==> src/rtl/rv_fifo_pkg.sv <==
// Shared definitions for the rv_fifo block: parameter sanity helpers.
package rv_fifo_pkg;

  // True when n is a positive power of two (1, 2, 4, ...).
  function automatic bit is_pow2(input int n);
    return (n > 0) && ((n & (n - 1)) == 0);
  endfunction

  // Pointer width for a DEPTH-entry store; never narrower than one bit.
  function automatic int ptr_width(input int depth);
    return (depth > 1) ? $clog2(depth) : 1;
  endfunction

endpackage

==> src/rtl/rv_fifo_ram.sv <==
// DEPTH x DW storage: one synchronous write port, one asynchronous read port.
// Contents are deliberately not reset; validity is tracked by the controller.
module rv_fifo_ram
  import rv_fifo_pkg::*;
#(
  parameter int DW    = 32,
  parameter int DEPTH = 4,
  parameter int AW    = 2
) (
  input  logic          clk,
  input  logic          we,
  input  logic [AW-1:0] waddr,
  input  logic [DW-1:0] wdata,
  input  logic [AW-1:0] raddr,
  output logic [DW-1:0] rdata
);

  logic [DW-1:0] mem [DEPTH];

  // Write the addressed entry on the rising edge when enabled.
  always_ff @(posedge clk) begin
    if (we) begin
      mem[waddr] <= wdata;
    end
  end

  // Read is combinational so the head entry is visible without a cycle delay.
  always_comb begin
    rdata = mem[raddr];
  end

endmodule

==> src/rtl/rv_fifo.sv <==
// Valid/ready FIFO with optional first-word fall-through bypass.
//
// Handshake: a transfer happens on a rising edge where valid and ready are
// both high. in_ready depends only on the occupancy (and reset), never on
// out_ready, so no combinational path exists from the consumer to the
// producer. A consumer may not assume out_valid stays high unless it pops.
module rv_fifo
  import rv_fifo_pkg::*;
#(
  parameter  int DW        = 32,
  parameter  int DEPTH     = 4,
  parameter  int FWFT      = 0,
  parameter  int AF_THRESH = DEPTH - 1,
  localparam int CW        = $clog2(DEPTH + 1),
  localparam int AW        = ptr_width(DEPTH)
) (
  input  logic          clk,
  input  logic          rst,
  input  logic          clr,
  input  logic          in_valid,
  output logic          in_ready,
  input  logic [DW-1:0] in_data,
  output logic          out_valid,
  input  logic          out_ready,
  output logic [DW-1:0] out_data,
  output logic [CW-1:0] count,
  output logic          almost_full
);

  // Reject illegal configurations at elaboration.
  if (!is_pow2(DEPTH)) begin : g_bad_depth
    $error("rv_fifo: DEPTH (%0d) must be a power of two", DEPTH);
  end
  if (AF_THRESH > DEPTH) begin : g_bad_thresh
    $error("rv_fifo: AF_THRESH (%0d) exceeds DEPTH (%0d)", AF_THRESH, DEPTH);
  end

  logic [AW-1:0] wr_ptr;
  logic [AW-1:0] rd_ptr;
  logic [CW-1:0] cnt;
  logic [DW-1:0] ram_rdata;

  logic empty;
  logic full;
  logic bypass;
  logic push;
  logic pop;
  logic thru;
  logic wr_en;
  logic rd_adv;

  // Occupancy flags and the bypass window (FWFT only, while empty).
  always_comb begin
    empty  = (cnt == '0);
    full   = (cnt == CW'(DEPTH));
    bypass = (FWFT != 0) && empty;
  end

  // Handshake outputs; rst gates them so nothing is offered or accepted
  // while reset is held, and releases them the instant reset goes high.
  always_comb begin
    in_ready  = rst & ~full;
    out_valid = rst & (bypass ? in_valid : ~empty);
    out_data  = bypass ? in_data : ram_rdata;
  end

  // Transfer decode. A word that passes straight through in bypass is never
  // written to storage, and a flush suppresses the write in its own cycle.
  always_comb begin
    push   = in_valid & in_ready;
    pop    = out_valid & out_ready;
    thru   = bypass & push & pop;
    wr_en  = push & ~thru & ~clr;
    rd_adv = pop & ~thru;
  end

  // Write pointer advances on every stored word, wrapping DEPTH-1 -> 0.
  always_ff @(posedge clk or negedge rst) begin
    if (!rst) begin
      wr_ptr <= '0;
    end else if (clr) begin
      wr_ptr <= '0;
    end else if (wr_en) begin
      wr_ptr <= (wr_ptr == AW'(DEPTH - 1)) ? '0 : wr_ptr + AW'(1);
    end
  end

  // Read pointer advances on every word popped from storage.
  always_ff @(posedge clk or negedge rst) begin
    if (!rst) begin
      rd_ptr <= '0;
    end else if (clr) begin
      rd_ptr <= '0;
    end else if (rd_adv) begin
      rd_ptr <= (rd_ptr == AW'(DEPTH - 1)) ? '0 : rd_ptr + AW'(1);
    end
  end

  // Occupancy: up on store-only, down on pop-only, hold otherwise.
  always_ff @(posedge clk or negedge rst) begin
    if (!rst) begin
      cnt <= '0;
    end else if (clr) begin
      cnt <= '0;
    end else begin
      case ({wr_en, rd_adv})
        2'b10:   cnt <= cnt + CW'(1);
        2'b01:   cnt <= cnt - CW'(1);
        default: cnt <= cnt;
      endcase
    end
  end

  // Status outputs derived directly from the occupancy register.
  always_comb begin
    count       = cnt;
    almost_full = (cnt >= CW'(AF_THRESH));
  end

  rv_fifo_ram #(
    .DW    (DW),
    .DEPTH (DEPTH),
    .AW    (AW)
  ) u_ram (
    .clk   (clk),
    .we    (wr_en),
    .waddr (wr_ptr),
    .wdata (in_data),
    .raddr (rd_ptr),
    .rdata (ram_rdata)
  );

endmodule

==> config.mk <==
export PLATFORM = sky130hd
export DESIGN_NAME = rv_fifo
export DESIGN_NICKNAME = d
export VERILOG_FILES = /design/src/rtl/rv_fifo_pkg.sv /design/src/rtl/rv_fifo_ram.sv /design/src/rtl/rv_fifo.sv
export SDC_FILE = /design/constraint.sdc
export NUM_CORES = 1
export LEC_CHECK = 0
export BUFFER_PORTS_ARGS = -buffer_cell sky130_fd_sc_hd__buf_2
export CORE_ASPECT_RATIO = 0.6
export CORE_MARGIN = 2
export CORE_UTILIZATION = 50
export CTS_CLUSTER_SIZE = 30
export DETAILED_ROUTE_END_ITERATION = 16
export PLACE_DENSITY = 0.71
export SLEW_MARGIN = 15
export SYNTH_ARGS = -nofsm -noshare
export SYNTH_HDL_FRONTEND = slang
export SYNTH_SLANG_ARGS = --single-unit
==> constraint.sdc <==
create_clock -name clk -period 2.85 [get_ports clk]
set_input_delay 0.57 -clock clk [delete_from_list [all_inputs] [get_ports clk]]
set_output_delay 0.57 -clock clk [all_outputs]
set_load 0.01 [all_outputs]
==> results.toml <==
[floorplan]
dieArea_um2 = 11100
coreArea_um2 = 9910
die_y_um = 82.5
rows = 28
initial_utilization_pct = 51.8
die_w_um = 135
ioPinCount = 75

[logic_synthesis]
ys_seq_area_share_pct = 78.3
synth_nets = 264
yosys-top-cells-count = "edfxtp_1, mux4_2, nor2_1"
synth_top_area_share_pct = 74.9
ys_async_sr_fraction_pct = 5.19
synth_area_um2 = 5130
synth_cells = 221
yosys_warnings = 0
yosys.area.top_type = "edfxtp_1"
yosys-top-cells-area = "edfxtp_1, mux4_2, dfrtp_1, ha_1, mux2i_1"
synth-edff-count = 128
ys_ff_latch = 135
synth.distinct_cells = 24
avgSynthCellArea_um2 = 23.2
yosysMostFrequentCell = "edfxtp_1"
ys.flop_type = "edfxtp_1"

[timing]
min_period_over_period_pct = 83.3
fmax_mhz = 421
layout_setup_ws_ns = 0.475
clock_skew_ns = 0.00888
worst_pin_slew_ns = 0.507
layout_min_cycle_time_ns = 2.38
relSlewSlack_pct = 66.2
setup_viol = 0
maxSlewViolCount = 0
final_hold_viol_count = 0
rsz0062_at_grt = "no"
fin_tns_setup_ns = 0

[outcome]
status = "finished clean"

[routing]
drtAntennaViolNets = 0
drtIter0Drc = 205
met3_wirelength_um = 609
wirelength_mm = 9.19
drc = 0
highest_layer = "met4"
drt-pass1-iter-count = 4
wl_met1_mm = 4.23
wl_per_cell_um = 20.0
vias = 2472
via_per_inst = 5.37
met2_length_mm = 4.30

[layout]
final_core_util_pct = 63.6
drive_gt1_share_pct = 44.6
fillCellCount = 672
syn_to_final_growth_pct = 22.8
diodes = 0
fin_nets = 355

[power_and_ir_drop]
power.leakage_nw = 2.19
powerDensity_nw_per_um2 = 724
irDropWorstVdd_mv = 0.484

[setup_path]
crit_fanout = 35
cp.arrival_ns = 1.81
start_kind = "register"
end_kind = "output port"
setup.worst_path.class = "reg -> out"
required_ns = 2.28

[global_routing]
gr-usage-all-layers_pct = 17.8
antenna_found_initial = 0
first_global_vias = 2529
grt_pass1_wl_mm = 14.0
grt_max_degree = 36
overflow = 0

[cts]
cts_buffer_depth = 2
path_clk_slew_ns = 0.06
cts_hold_buf = 0
cts.repair.resized = 0
cts-htree-levels = 4
ctsRootBufferMaster = "clkbuf_16"
cts_buffers = 17
clk_latency_ns = 0.40
cts.sinks = 135
cts_tree = "built"
post-cts-setup-buffers = 0

[placement]
io_buffer_count = 74
place_hpwl_mm = 5.44
dp_slack_ns = 0.384
place.gp.congestion = 0.771

[job]
cap_violations = 0

[worst_hold_path]
hold_class = "in -> async"
==> area by class of cell <==
type                       count  area, um^2  area share (%)
clock buffer                  21         440            6.99
clock inverter                11         108            1.71
inverter                       2        7.51           0.119
tap                          135         169            2.68
sequential                   135        4020            63.8
timing repair buffer          81         485            7.70
multi-input combinational     75        1070            17.0
==> metal layers <==
layer / vias to the layer above / track usage (%)
li1: 1100 / -
met1: 1298 / 23.6
met2: 67 / 27.9
met3: 7 / 6.53
met4: 0 / 6.32
met5: - / 0
==> cell families after synthesis <==
family | synth area share, %
flops | 78.3
mux | 15.3
simple gates | 2.51
buf+inv | 0.902
compound gates | 1.12
fa+ha+maj | 1.61
xor+xnor | 0.317
==> power breakdown <==
group,leakage [nW],total (mW),switching (mW),internal (mW)
registers,1.25,2.23,0.0256,2.21
clock network,0.259,2.03,0.755,1.27
logic,0.686,0.307,0.158,0.149
==> critical path: stages (launching register included) <==
cell and delay [ns]:
dfrtp_2 0.37, buf_12 0.28, mux4_2 0.58, buf_2 0.16
==> flip-flops by register name (all words and copies together) (netlist names) <==
name,flops
u_ram.mem,128
count,3
rd_ptr,2
wr_ptr,2
==> worst paths after layout <==
kind                                  startpoint                    endpoint  slack, ns  cells past startpoint
max                        rd_ptr[0]$_DFFE_PN0P_                 out_data[4]       0.47                      3
min                                          rst       wr_ptr[0]$_DFFE_PN0P_       0.04                      1
max reg2reg                 count[2]$_DFFE_PN0P_        count[2]$_DFFE_PN0P_       0.61                      7
min reg2reg                wr_ptr[1]$_DFFE_PN0P_       wr_ptr[1]$_DFFE_PN0P_       0.60                      2
max in group asynchronous                    rst       rd_ptr[0]$_DFFE_PN0P_       2.58                      1
min in group clk                     in_data[17]  u_ram.mem[3][17]$_DFFE_PP_       0.38                      1
==> per-stage QoR <==
| stage | power (mW) | cell area [um^2] | cells | hold WS, ns |
|---|---|---|---|---|
| 2_1_floorplan | 2.45 | 5130 | 221 | 0.274 |
| 3_3_place_gp | 2.58 | 5760 | 428 | 0.444 |
| 3_5_place_dp | 2.59 | 5760 | 428 | 0.451 |
| 4_1_cts | 4.61 | 6300 | 460 | 0.0234 |
| 5_1_grt | 4.72 | 6300 | 460 | 0.0333 |
| 6_report | 4.57 | 6300 | 460 | 0.0354 |
==> layout by cell type, fill, tap and decap left out, types with 3 or more instances in the layout <==
cell and instances:
mux4_2 32, buf_12 5, nor2_1 8, mux2i_1 4, and2_2 4, clkbuf_1 4, buf_2 74, dfrtp_1 6
clkinv_1 5, edfxtp_1 128, nor2b_1 3, clkbuf_16 17, ha_1 5
Note: power is estimated with default switching activity, not from simulation.
